## config.mk

```make
export PLATFORM = sky130hd
export DESIGN_NAME = d_phy_clk_lane_ctrl
export DESIGN_NICKNAME = d
export VERILOG_FILES = /design/src/rtl/d_phy_clk_lane_ctrl_pkg.sv /design/src/rtl/d_phy_clk_lane_ctrl_cyc.sv /design/src/rtl/d_phy_clk_lane_ctrl.sv
export SDC_FILE = /design/constraint.sdc
export NUM_CORES = 1
export LEC_CHECK = 0
export CAP_MARGIN = 20
export CORE_MARGIN = 4
export CORE_UTILIZATION = 58
export CTS_CLUSTER_SIZE = 40
export DETAILED_ROUTE_END_ITERATION = 7
export HOLD_SLACK_MARGIN = 0.03
export PLACE_DENSITY = 0.78
export SLEW_MARGIN = 20
export SYNTH_ARGS = -nofsm -noshare
export SYNTH_HDL_FRONTEND = slang
export SYNTH_SLANG_ARGS = --single-unit
export TNS_END_PERCENT = 100
```

## constraint.sdc

```tcl
create_clock -name clk -period 5.46 [get_ports clk]
set_clock_uncertainty 0.1 [all_clocks]
set_input_delay 0.819 -clock clk [delete_from_list [all_inputs] [get_ports clk]]
set_output_delay 0.819 -clock clk [all_outputs]
set_load 0.005 [all_outputs]
```

## src/rtl/d_phy_clk_lane_ctrl_pkg.sv

```systemverilog
// Shared types and default timing values for the D-PHY master clock-lane sequencer.
//   t_clk_lane_ctrl_state : FSM state encoding, also exported on state_o for debug
//   *_DEF                 : default cycle counts for the sequencer parameters
//   is_wait_state()       : states that wait on a PHY handshake and run the timeout
package d_phy_clk_lane_ctrl_pkg;

  typedef enum logic [3:0] {
    ST_OFF      = 4'd0,
    ST_INIT     = 4'd1,
    ST_STOP     = 4'd2,
    ST_HS_START = 4'd3,
    ST_HS_ON    = 4'd4,
    ST_HS_STOP  = 4'd5,
    ST_IDLE_IN  = 4'd6,
    ST_IDLE     = 4'd7,
    ST_IDLE_OUT = 4'd8,
    ST_ULPS_IN  = 4'd9,
    ST_ULPS     = 4'd10,
    ST_ULPS_OUT = 4'd11,
    ST_ULPS_END = 4'd12,
    ST_ERR      = 4'd13
  } t_clk_lane_ctrl_state;

  localparam int unsigned GAP_CYC_DEF      = 4;
  localparam int unsigned IDLE_MIN_CYC_DEF = 8;
  localparam int unsigned TIMEOUT_CYC_DEF  = 4096;
  localparam int unsigned CNT_W_DEF        = 13;

  function automatic logic is_wait_state(input t_clk_lane_ctrl_state s);
    return s inside {ST_INIT, ST_HS_START, ST_HS_STOP, ST_IDLE_IN, ST_IDLE_OUT,
                     ST_ULPS_IN, ST_ULPS_OUT, ST_ULPS_END};
  endfunction

endpackage

```

## src/rtl/d_phy_clk_lane_ctrl_cyc.sv

```systemverilog
// Saturating cycle counter with synchronous clear and an expiry compare.
//   clk_i, rst_i : clock, asynchronous active-high reset
//   clr_i        : restart the count from zero (wins over inc_i)
//   inc_i        : advance by one; holds at all-ones instead of wrapping
//   lim_i        : expiry threshold
//   exp_o        : count has reached lim_i
module d_phy_cyc_cnt #(
  parameter int unsigned CNT_W = 13
) (
  input  logic             clk_i,
  input  logic             rst_i,
  input  logic             clr_i,
  input  logic             inc_i,
  input  logic [CNT_W-1:0] lim_i,
  output logic             exp_o
);

  logic [CNT_W-1:0] cnt_q;

  always_ff @(posedge clk_i or posedge rst_i) begin
    if (rst_i) begin
      cnt_q <= '0;
    end else if (clr_i) begin
      cnt_q <= '0;
    end else if (inc_i && (cnt_q != '1)) begin
      cnt_q <= cnt_q + 1'b1;
    end
  end

  assign exp_o = (cnt_q >= lim_i);

endmodule

```

## src/rtl/d_phy_clk_lane_ctrl.sv

```systemverilog
// PPI-side sequencer for the MIPI D-PHY master clock lane. Converts level requests
// from the link layer into the PPI clock-lane handshakes (HS start/stop, HS idle
// clock, ULPS entry/exit), enforces the STOP dwell and the idle hold time, and
// flags a sticky error when the PHY fails to answer within TIMEOUT_CYC cycles.
//   clk, rst            : TxWordClkHS, asynchronous active-high reset
//   en/hs_req/idle_req/ulps_req : level requests from the link layer
//   ppi_* outputs       : registered PPI controls towards the clock-lane PHY
//   ppi_* inputs        : PHY status (Stopstate, TxReadyHS, idle ready, UlpsActiveNot)
//   clk_ready           : HS clock running, data lanes may enter HS
//   err                 : sticky PHY timeout, cleared only by rst
//   state_o             : current state code
module d_phy_clk_lane_ctrl
  import d_phy_clk_lane_ctrl_pkg::*;
#(
  parameter int unsigned GAP_CYC      = GAP_CYC_DEF,
  parameter int unsigned IDLE_MIN_CYC = IDLE_MIN_CYC_DEF,
  parameter int unsigned TIMEOUT_CYC  = TIMEOUT_CYC_DEF,
  parameter int unsigned CNT_W        = CNT_W_DEF
) (
  input  logic       clk,
  input  logic       rst,
  input  logic       en,
  input  logic       hs_req,
  input  logic       idle_req,
  input  logic       ulps_req,
  output logic       ppi_enable,
  output logic       ppi_tx_request_hs,
  output logic       ppi_tx_hs_idle_clk_hs,
  output logic       ppi_tx_ulps_clk,
  output logic       ppi_tx_ulps_exit,
  input  logic       ppi_stopstate,
  input  logic       ppi_tx_ready_hs,
  input  logic       ppi_tx_hs_idle_clk_ready_hs,
  input  logic       ppi_ulps_active_not,
  output logic       clk_ready,
  output logic       err,
  output logic [3:0] state_o
);

  t_clk_lane_ctrl_state state_q, state_d;
  logic                 enable_q, req_hs_q, idle_clk_q, ulps_clk_q, ulps_exit_q;
  logic                 clk_ready_q, err_q;
  logic                 cnt_clr, cnt_inc, cnt_exp;
  logic [CNT_W-1:0]     cnt_lim;

  // STOP dwell, IDLE hold and PHY timeout never overlap in time, so one counter
  // serves all three; the threshold follows the current state. Thresholds are
  // count-1 because the counter reads zero during the first cycle of a state.
  always_comb begin
    cnt_lim = CNT_W'(TIMEOUT_CYC - 1);
    unique case (state_q)
      ST_STOP: cnt_lim = CNT_W'(GAP_CYC - 1);
      ST_IDLE: cnt_lim = CNT_W'(IDLE_MIN_CYC - 1);
      default: cnt_lim = CNT_W'(TIMEOUT_CYC - 1);
    endcase
  end

  assign cnt_clr = (state_d != state_q) || !en;
  assign cnt_inc = (state_q == ST_STOP) || (state_q == ST_IDLE) || is_wait_state(state_q);

  d_phy_cyc_cnt #(.CNT_W(CNT_W)) u_cnt (
    .clk_i (clk),
    .rst_i (rst),
    .clr_i (cnt_clr),
    .inc_i (cnt_inc),
    .lim_i (cnt_lim),
    .exp_o (cnt_exp)
  );

  // In a wait state the PHY answer is checked before the timeout, so a reply
  // arriving on the last permitted cycle is still accepted.
  always_comb begin
    state_d = state_q;
    if (!en) begin
      state_d = ST_OFF;
    end else begin
      unique case (state_q)
        ST_OFF:      state_d = ST_INIT;
        ST_INIT:     if (ppi_stopstate) state_d = ST_STOP;
                     else if (cnt_exp) state_d = ST_ERR;
        ST_STOP:     if (cnt_exp && hs_req) state_d = ST_HS_START;
                     else if (cnt_exp && ulps_req) state_d = ST_ULPS_IN;
        ST_HS_START: if (ppi_tx_ready_hs) state_d = ST_HS_ON;
                     else if (cnt_exp) state_d = ST_ERR;
        ST_HS_ON:    if (!hs_req) state_d = ST_HS_STOP;
                     else if (idle_req) state_d = ST_IDLE_IN;
        ST_HS_STOP:  if (!ppi_tx_ready_hs && ppi_stopstate) state_d = ST_STOP;
                     else if (cnt_exp) state_d = ST_ERR;
        ST_IDLE_IN:  if (ppi_tx_hs_idle_clk_ready_hs) state_d = ST_IDLE;
                     else if (cnt_exp) state_d = ST_ERR;
        ST_IDLE:     if (cnt_exp && !idle_req) state_d = ST_IDLE_OUT;
        ST_IDLE_OUT: if (!ppi_tx_hs_idle_clk_ready_hs && ppi_tx_ready_hs) state_d = ST_HS_ON;
                     else if (cnt_exp) state_d = ST_ERR;
        ST_ULPS_IN:  if (!ppi_ulps_active_not) state_d = ST_ULPS;
                     else if (cnt_exp) state_d = ST_ERR;
        ST_ULPS:     if (!ulps_req) state_d = ST_ULPS_OUT;
        ST_ULPS_OUT: if (ppi_ulps_active_not) state_d = ST_ULPS_END;
                     else if (cnt_exp) state_d = ST_ERR;
        ST_ULPS_END: if (ppi_stopstate) state_d = ST_STOP;
                     else if (cnt_exp) state_d = ST_ERR;
        ST_ERR:      state_d = ST_ERR;
        default:     state_d = ST_OFF;
      endcase
    end
  end

  // Outputs are decoded from the next state and registered alongside it, so
  // they change on the same edge as state_o.
  always_ff @(posedge clk or posedge rst) begin
    if (rst) begin
      state_q     <= ST_OFF;
      enable_q    <= 1'b0;
      req_hs_q    <= 1'b0;
      idle_clk_q  <= 1'b0;
      ulps_clk_q  <= 1'b0;
      ulps_exit_q <= 1'b0;
      clk_ready_q <= 1'b0;
      err_q       <= 1'b0;
    end else begin
      state_q     <= state_d;
      enable_q    <= (state_d != ST_OFF) && (state_d != ST_ERR);
      req_hs_q    <= state_d inside {ST_HS_START, ST_HS_ON, ST_IDLE_IN, ST_IDLE, ST_IDLE_OUT};
      idle_clk_q  <= state_d inside {ST_IDLE_IN, ST_IDLE};
      ulps_clk_q  <= state_d inside {ST_ULPS_IN, ST_ULPS, ST_ULPS_OUT};
      ulps_exit_q <= (state_d == ST_ULPS_OUT);
      clk_ready_q <= (state_d == ST_HS_ON);
      err_q       <= err_q || (state_d == ST_ERR);
    end
  end

  assign ppi_enable            = enable_q;
  assign ppi_tx_request_hs     = req_hs_q;
  assign ppi_tx_hs_idle_clk_hs = idle_clk_q;
  assign ppi_tx_ulps_clk       = ulps_clk_q;
  assign ppi_tx_ulps_exit      = ulps_exit_q;
  assign clk_ready             = clk_ready_q;
  assign err                   = err_q;
  assign state_o               = state_q;

  a_hs_ulps_excl: assert property (@(posedge clk) disable iff (rst)
    !(ppi_tx_request_hs && ppi_tx_ulps_clk));
  a_idle_needs_hs: assert property (@(posedge clk) disable iff (rst)
    ppi_tx_hs_idle_clk_hs |-> ppi_tx_request_hs);

endmodule

```

==> summary.md, run 1 <==
| Metric | Value |
|---|---|
| Number of hold buffers added after cts | `0` |
| Synth Area in Simple Gates | `0.318` |
| Static power due to leakage | `1.00 nW` |
| Power Dens Cells | `239 mW/mm^2` |
| Fraction of the mapped netlist area in compound gates | `0.206` |
| Overall power after layout | `582 uW` |
| CTS tree | `yes` |
| Classification of the worst setup path | `reg2reg` |
| Maximum level of the CTS H-tree | `1` |
| Residual DRC count | `0` |
| Vias in the first global route | `1729` |
| Worst max-slew margin expressed relative to the limit | `0.348` |
| Mean post-synth cell area | `9.17 sq um` |
| Via density per instance | `6.33` |
| Critical Path Start | `state_o[0]$_DFF_PP0_` |
| Library cell used as clock root buffer | `sky130_fd_sc_hd__clkbuf_8` |
| Top-Level Pins | `21` |
| Number of synthesized flops with an enable pin | `0` |
| Top-area cell type share of the netlist area | `0.273` |
| Post-Synth Adder-Cell Area | `0.0625` |
| Total congestion overflow | `0` |
| Layout cells sized above 1 | `0.146` |
| Iteration-0 DRC count of the detailed router | `168` |
| PortBufs | `20` |
| Portion of the clock cycle consumed by the worst path in the final layout | `0.753` |
| Setup violations, final | `0` |
| Critical path endpoint category | `flop` |
| Multiplexer share of the synthesized area | `0.0296` |
| Synth-to-Final Area Change | `10.9%` |
| Final core utilization | `0.667` |
| Placeable core region | `0.00366 sq mm` |
| Die outline area | `0.00484 sq mm` |
| Capture point of the worst reg-to-reg path | `u_cnt.cnt_q[12]$_DFFE_PP0P_` |
| Fraction of registers with async set or reset after synthesis | `1.00` |
| Delay of the slowest cell on the worst path | `890 ps` |
| Total routing usage reported by global routing | `0.198` |
| Detailed placer's ending HPWL | `3360 um` |
| R2R cell count | `11` |
| Cell types occupying the most area after synthesis | `sky130_fd_sc_hd__dfrtp_1 27%, sky130_fd_sc_hd__ha_1 6.3%, sky130_fd_sc_hd__nor3_2 4.5%` |
| Chip Width | `69.6 um` |
| Fraction of synthesized cell area in xor and xnor cells | `0.0478` |
| CP Data Arrival Time | `4210 ps` |
| Most instantiated flip-flop cell in the synthesis netlist | `sky130_fd_sc_hd__dfrtp_1` |
| Achievable frequency | `0.243 GHz` |
| Clock period minus worst slack | `4110 ps` |
| Setup WS post-layout | `1350 ps` |
| Register cell area after layout | `601 sq um` |
| Post-DP Area | `0.00237 sq mm` |
| Worst-path clk slew | `80 ps` |
| Die Height | `69.6 um` |
| Post-Synthesis Cells | `240` |
| Final Max Tran Viols | `0` |
| Number of nets produced by synthesis | `261` |
| Drt pass-1 iters | `4` |
| Setup repair after global routing missed its margin | `false` |
| Worst min-delay path class | `reg2reg` |
| Most used cell along the critical path | `sky130_fd_sc_hd__a31oi_2` |
| Antenna diodes | `0` |
| Post-synth design cell area | `0.00220 sq mm` |
| Setup Total Neg Slack | `0 ps` |
| Warning count from the yosys run | `0` |
| Ordered cell list for the critical path | `nor2b_1 -> nor3_1 -> buf_4 -> ha_1 -> a21oi_1 -> o221ai_1 -> a31oi_2 -> a31oi_2 -> o22ai_1 -> o21ai_0 -> nor3_2` |
| Hold Violations, Final | `0` |
| Row cnt | `22` |
| Worst Setup EP | `u_cnt.cnt_q[12]$_DFFE_PP0P_` |
| Fin nets | `275` |
| DR vias | `1905` |
| Post-route cell area | `0.00244 sq mm` |
| Top cell type by total area after synthesis | `sky130_fd_sc_hd__dfrtp_1` |
| Status | `complete, no violations` |
| RD Place Congestion | `0.882` |
| Routed WL | `4810 um` |
| Count of unique library cells instantiated by Yosys | `74` |
| Data required time at the worst endpoint | `5550 ps` |
| Transition at the pin with the smallest max-transition slack | `978 ps` |
| Worst skew pair latency | `270 ps` |
| Critical Path Fanout Max | `27` |
| Highest ir drop seen on vdd | `0.217 mV` |
| Place WS | `1440 ps` |
| Mean routed wirelength per cell | `16.0 um` |
| Max Cap Viol | `0` |
| Register containing the most flip-flops in the final layout | `u_cnt.cnt_q` |
| Total CTS buffers | `3` |
| Post-detailed-route count of antenna-violating nets | `0` |
| Number of flip-flops in the largest register | `13` |
| Antenna violations before repair | `0` |
| Area of the multi-input gates | `0.00146 sq mm` |
| Minimum setup slack among reg-to-reg paths | `1350 ps` |
| Number of gates given a new drive strength after cts | `0` |
| Sequential share of the synthesized area | `0.273` |
| Cell with the largest stage delay on the worst path | `sky130_fd_sc_hd__dfrtp_1` |
| Reg-to-reg startpoint | `state_o[0]$_DFF_PP0_` |
| Fill cell total of the finished layout | `297` |
| Buffers inserted by post-CTS timing repair | `0` |
| Clk buf depth | `2` |
| Wire length of the first global-routing pass | `8050 um` |
| Startpoint Class | `flop` |
| Maximum number of pins on one net before global-route repair | `33` |
| Flop and latch count out of synthesis | `24` |
| Initial Util | `0.601` |
| Clock sink count | `24` |
| Main combinational cell family by area after synthesis | `simple AND/OR/NAND/NOR gates` |
cells by family (layout without fill, tap and decap cells):
logic type | after synthesis | in the layout
DFF | 24 | 24
xor gates and xnor gates | 12 | 12
adders and majority gates | 11 | 11
buffers and inverters | 21 | 34
AOI/OAI and AO/OA | 54 | 54
muxes | 5 | 5
and+or+nand+nor | 113 | 113
Yosys cell counts (2+ instances only):
cell type                  instances
sky130_fd_sc_hd__buf_4             3
sky130_fd_sc_hd__nor3_2           10
sky130_fd_sc_hd__a31oi_1           3
sky130_fd_sc_hd__a21oi_1           9
sky130_fd_sc_hd__buf_6             2
sky130_fd_sc_hd__xor2_1            2
sky130_fd_sc_hd__nor4b_1           2
sky130_fd_sc_hd__nand4b_1          2
sky130_fd_sc_hd__nor2b_1           3
sky130_fd_sc_hd__dfrtp_1          24
sky130_fd_sc_hd__nand4_1           4
sky130_fd_sc_hd__mux2_2            2
sky130_fd_sc_hd__and2_1            6
sky130_fd_sc_hd__nand2_1          26
sky130_fd_sc_hd__inv_1             7
sky130_fd_sc_hd__nand3_1          12
sky130_fd_sc_hd__a31oi_2           2
sky130_fd_sc_hd__o21ai_0           8
sky130_fd_sc_hd__ha_1             11
sky130_fd_sc_hd__o211ai_1          2
sky130_fd_sc_hd__nor4b_2           2
sky130_fd_sc_hd__nor4bb_1          2
sky130_fd_sc_hd__buf_2             6
sky130_fd_sc_hd__nor3b_1           2
sky130_fd_sc_hd__xnor2_1          10
sky130_fd_sc_hd__nand2b_1          8
sky130_fd_sc_hd__and3_1            5
sky130_fd_sc_hd__nor3_1            5
sky130_fd_sc_hd__mux2i_1           2
sky130_fd_sc_hd__nor2_1           11
sky130_fd_sc_hd__a21boi_0          2
sky130_fd_sc_hd__and4_1            3
worst min path at each step:
stage,start,endpoint,slack (ps),cells past startpoint
after floorplan,err$_DFF_PP0_,err$_DFF_PP0_,350,1
after global placement,err$_DFF_PP0_,err$_DFF_PP0_,350,1
after detailed placement,err$_DFF_PP0_,err$_DFF_PP0_,360,1
after CTS,err$_DFF_PP0_,err$_DFF_PP0_,380,1
after global routing,err$_DFF_PP0_,err$_DFF_PP0_,420,1
final,err$_DFF_PP0_,err$_DFF_PP0_,370,1
where the power goes:
part / total [mW] / switching, mW / leakage, nW / internal [mW]
Clock: 0.155 / 0.0570 / 0.0357 / 0.0981
Sequential: 0.213 / 0.0275 / 0.330 / 0.186
Combinational: 0.214 / 0.126 / 0.636 / 0.0884
Total: 0.582 / 0.210 / 1.00 / 0.372
stage by stage:
stage | cells | hold WS (ps)
final | 301 | 371
after global placement | 297 | 348
after detailed placement | 297 | 358
after CTS | 301 | 377
after floorplan | 240 | 351
after global routing | 301 | 417
worst max-delay path, delay by kind of cell (launching register included):
| kind | cells | cell delay, ps |
|---|---|---|
| adder cells (fa/ha/maj) | 1 | 320 |
| buffers and inverters | 1 | 180 |
| AND/OR/NAND/NOR | 3 | 580 |
| AO/OA/AOI/OAI | 6 | 1970 |
| flip-flops | 1 | 890 |
metal layers:
metal / GRT usage / wire [um]
met3: 0.0203 / 207
met4: 0.0738 / 111
met2: 0.303 / 2160
met1: 0.287 / 2330
met5: 0 / 0
cells in the final DEF (no fill, tap or decap), drive strengths merged, types with 2 or more instances in the layout:
cell type and count:
inv 7, clkbuf 3, dfrtp 24, mux2 2, a211oi 3, nand4b 2, clkdlybuf4s50 20, a311o 2
a31oi 5, nor3b 3, nor2 11, o211ai 3, ha 11, mux2i 2, nor3 15, a21boi 2
and4 3, o32ai 2, nand2b 8, and2 6, xor2 2, and3 5, nand4 4, o21ai 8
nor4b 4, xnor2 10, nand3 13, nor4bb 2, nand2 26, buf 3, nor2b 3, a21oi 10
area by class of cell:
cell class | count | share of cell area
Clock buffer | 3 | 0.0169
Clock inverter | 1 | 0.0123
Inverter | 7 | 0.0108
Multi-Input combinational cell | 195 | 0.598
Sequential cell | 24 | 0.246
Tap cell | 48 | 0.0246
Timing Repair Buffer | 23 | 0.0912
Note: power is estimated with default switching activity, not from simulation.
==> run 2, diff against run 1 <==
==> constraint.sdc (replaced) <==
create_clock -name clk -period 3.9 [get_ports clk]
set_clock_uncertainty 0.1 [all_clocks]
set_input_delay 0.585 -clock clk [delete_from_list [all_inputs] [get_ports clk]]
set_output_delay 0.585 -clock clk [all_outputs]
set_load 0.005 [all_outputs]
==> run 2 against run 1 <==
  * Non-clock buffer count up 2
  * Critical path depth down 1
  * Largest power group unchanged
  * Die area is the same
  * Setup slack lost 1100 ps
  * Global-route usage grew 1.5 points
  * Count of clock-buffer cells in the layout increased by 1
  * Clock power grew 9.7%
==> summary.md, run 2 (synthesis gave the netlist of run 1 again) <==
| Metric | Value |
|---|---|
| Global-route met3 utilization | `0.0391 (+0.0188)` |
| Initial Util | `0.601 (unchanged)` |
| Detailed placer's ending HPWL | `3570 um (+6.2%)` |
| Ordered cell list for the critical path | `nor2b_1 -> nor3_2 -> ha_1 -> a21oi_1 -> o221ai_1 -> a31oi_2 -> a21boi_0 -> o211a_1 -> o211ai_2 -> nor3_1` |
| Max Cap Viol | `0 (unchanged)` |
| Net switching power | `297 uW (+41%)` |
| Worst-path clk slew | `90 ps (about the same)` |
| Library cell used as clock root buffer | `sky130_fd_sc_hd__clkbuf_8` |
| CP Data Arrival Time | `3700 ps (-510 ps)` |
| Met2 Resource Use GR | `0.316 (+0.0127)` |
| Setup repair after global routing missed its margin | `false` |
| Residual DRC count | `0 (unchanged)` |
| Top-Level Pins | `21 (unchanged)` |
| Data required time at the worst endpoint | `3930 ps (-1620 ps)` |
| Synth-to-Final Area Change | `11.4%` |
| Critical path endpoint category | `flop` |
| Layout cells sized above 1 | `0.161 (+0.0145)` |
| Total CTS buffers | `3 (unchanged)` |
| Routed WL | `4940 um (+2.7%)` |
| Clk network pwr share | `0.218 (-0.048)` |
| CTS tree | `yes` |
| Highest ir drop seen on vdd | `0.251 mV (+15%)` |
| Maximum number of pins on one net before global-route repair | `30 (-9.1%)` |
| Antenna violations before repair | `0 (unchanged)` |
| Internal cell power | `480 uW (+29%)` |
| Chip Width | `69.6 um (unchanged)` |
| Number of flip-flops in the largest register | `13 (unchanged)` |
| Status | `complete, no violations` |
| Post-route cell area | `0.00245 sq mm (+0.41%)` |
| Portion of total power attributed to sequential cells | `0.347 (-0.019)` |
| Placeable core region | `0.00366 sq mm (unchanged)` |
| Die outline area | `0.00484 sq mm (unchanged)` |
| Setup violations, final | `0 (unchanged)` |
| Clock sink count | `24 (unchanged)` |
| Post-detailed-route count of antenna-violating nets | `0 (unchanged)` |
| Register containing the most flip-flops in the final layout | `u_cnt.cnt_q` |
| Commonest cells after routing, fill and taps aside | `26 x sky130_fd_sc_hd__nand2_1, 24 x sky130_fd_sc_hd__dfrtp_1, 20 x sky130_fd_sc_hd__clkdlybuf4s50_1, 12 x sky130_fd_sc_hd__nand3_1` |
| Worst skew pair latency | `270 ps (about the same)` |
| Via density per instance | `6.23 (-1.5%)` |
| RD Place Congestion | `0.850 (-3.7%)` |
| Achievable frequency | `0.272 GHz (+12%)` |
| Iteration-0 DRC count of the detailed router | `244 (+45%)` |
| Drt pass-1 iters | `4 (unchanged)` |
| Total routing usage reported by global routing | `0.213 (+0.0154)` |
| Static power due to leakage | `1.01 nW (+0.59%)` |
| Worst max-slew margin expressed relative to the limit | `0.420 (+0.0724)` |
| R2R cell count | `10 (-1)` |
| Power Dens Cells | `317 mW/mm^2 (+33%)` |
| Combinational power share | `0.434 (+0.066)` |
| Final Max Tran Viols | `0 (unchanged)` |
| Global-route met1 utilization | `0.301 (+0.0143)` |
| Maximum level of the CTS H-tree | `1 (unchanged)` |
| Row cnt | `22 (unchanged)` |
| Classification of the worst setup path | `reg2reg` |
| Post-DP Area | `0.00238 sq mm (+0.63%)` |
| Fin nets | `277 (+0.73%)` |
| Startpoint Class | `flop` |
| Antenna diodes | `0 (unchanged)` |
| Delay of the slowest cell on the worst path | `700 ps (-190 ps)` |
| Clock period minus worst slack | `3680 ps (-437 ps)` |
| Number of cells on the worst hold path | `1 (unchanged)` |
| Vias in the first global route | `1789 (+3.5%)` |
| Wire length of the first global-routing pass | `8500 um (+5.6%)` |
| Transition at the pin with the smallest max-transition slack | `869 ps (-110 ps)` |
| Total congestion overflow | `0 (unchanged)` |
| Setup WS post-layout | `223 ps (-1120 ps)` |
| DR vias | `1888 (-0.89%)` |
| Share of total power consumed by net switching | `0.382 (+0.0210)` |
| Clk buf depth | `2 (unchanged)` |
| Die Height | `69.6 um (unchanged)` |
| Portion of the clock cycle consumed by the worst path in the final layout | `0.943 (+0.189)` |
| Busiest grt layer | `met2` |
| Mean routed wirelength per cell | `16.3 um (+2.0%)` |
| Setup Total Neg Slack | `0 ps (unchanged)` |
| Cell with the largest stage delay on the worst path | `sky130_fd_sc_hd__o211ai_2` |
| Hold Violations, Final | `0 (unchanged)` |
| PortBufs | `20 (unchanged)` |
| Worst min-delay path class | `reg2reg` |
| Most common cell after layout, fill and taps aside | `sky130_fd_sc_hd__nand2_1` |
| Critical Path Fanout Max | `13 (-52%)` |
| Place WS | `-160 ps (-1600 ps)` |
run 2: layer usage:
layer	vias up	share of wire
li1	931	-
met2	52	0.46
met1	893	0.47
met3	12	0.045
met4	0	0.022
met5	-	0
run 2: worst max-delay path: cells and delay by family (launching register included):
kind            cells  cell delay (ps)
simple gates        3              810
flops               1              390
compound gates      6             1850
fa+ha+maj           1              380
run 2: worst paths after layout:
kind,start,end,slack (ps)
min in group asynchronous,rst,u_cnt.cnt_q[1]$_DFFE_PP0P_,690
min,err$_DFF_PP0_,err$_DFF_PP0_,360
max reg2reg,state_o[0]$_DFF_PP0_,u_cnt.cnt_q[7]$_DFFE_PP0P_,220
min reg2reg,err$_DFF_PP0_,err$_DFF_PP0_,360
max in group asynchronous,rst,state_o[3]$_DFF_PP0_,2470
max,state_o[0]$_DFF_PP0_,u_cnt.cnt_q[7]$_DFFE_PP0P_,220
run 2: layout make-up:
cell class	count	area, sq um
Clock buffer	4	55.1
Fill cell	290	1210
Inverter	7	26.3
Multi-Input combinational cell	195	1470
Sequential cell	24	601
Tap cell	48	60.1
Timing Repair Buffer	25	238
run 2: timing repair:
item,CTS,global route
setup buffers,0,0
hold buffers,0,0
gates resized for setup,1,1
endpoints found under the setup margin,13,11
run 2: through the flow:
step                      hold slack [ps]  instances   util  power (mW)
after floorplan                       351        240      -       0.534
after detailed placement              343        299  0.651       0.605
final                                 356        303  0.670       0.777
after CTS                             362        303  0.668       0.774
after global placement                346        299  0.651       0.601
after global routing                  392        303  0.670       0.828
run 2: power by group through the flow:
stage / Sequential (mW) / Clock, mW / Combinational (mW)
after detailed placement: 0.275 / 0 / 0.330
after CTS: 0.270 / 0.172 / 0.332
after global routing: 0.272 / 0.184 / 0.373
final: 0.270 / 0.170 / 0.338
after floorplan: 0.279 / 0 / 0.255
after global placement: 0.274 / 0 / 0.327
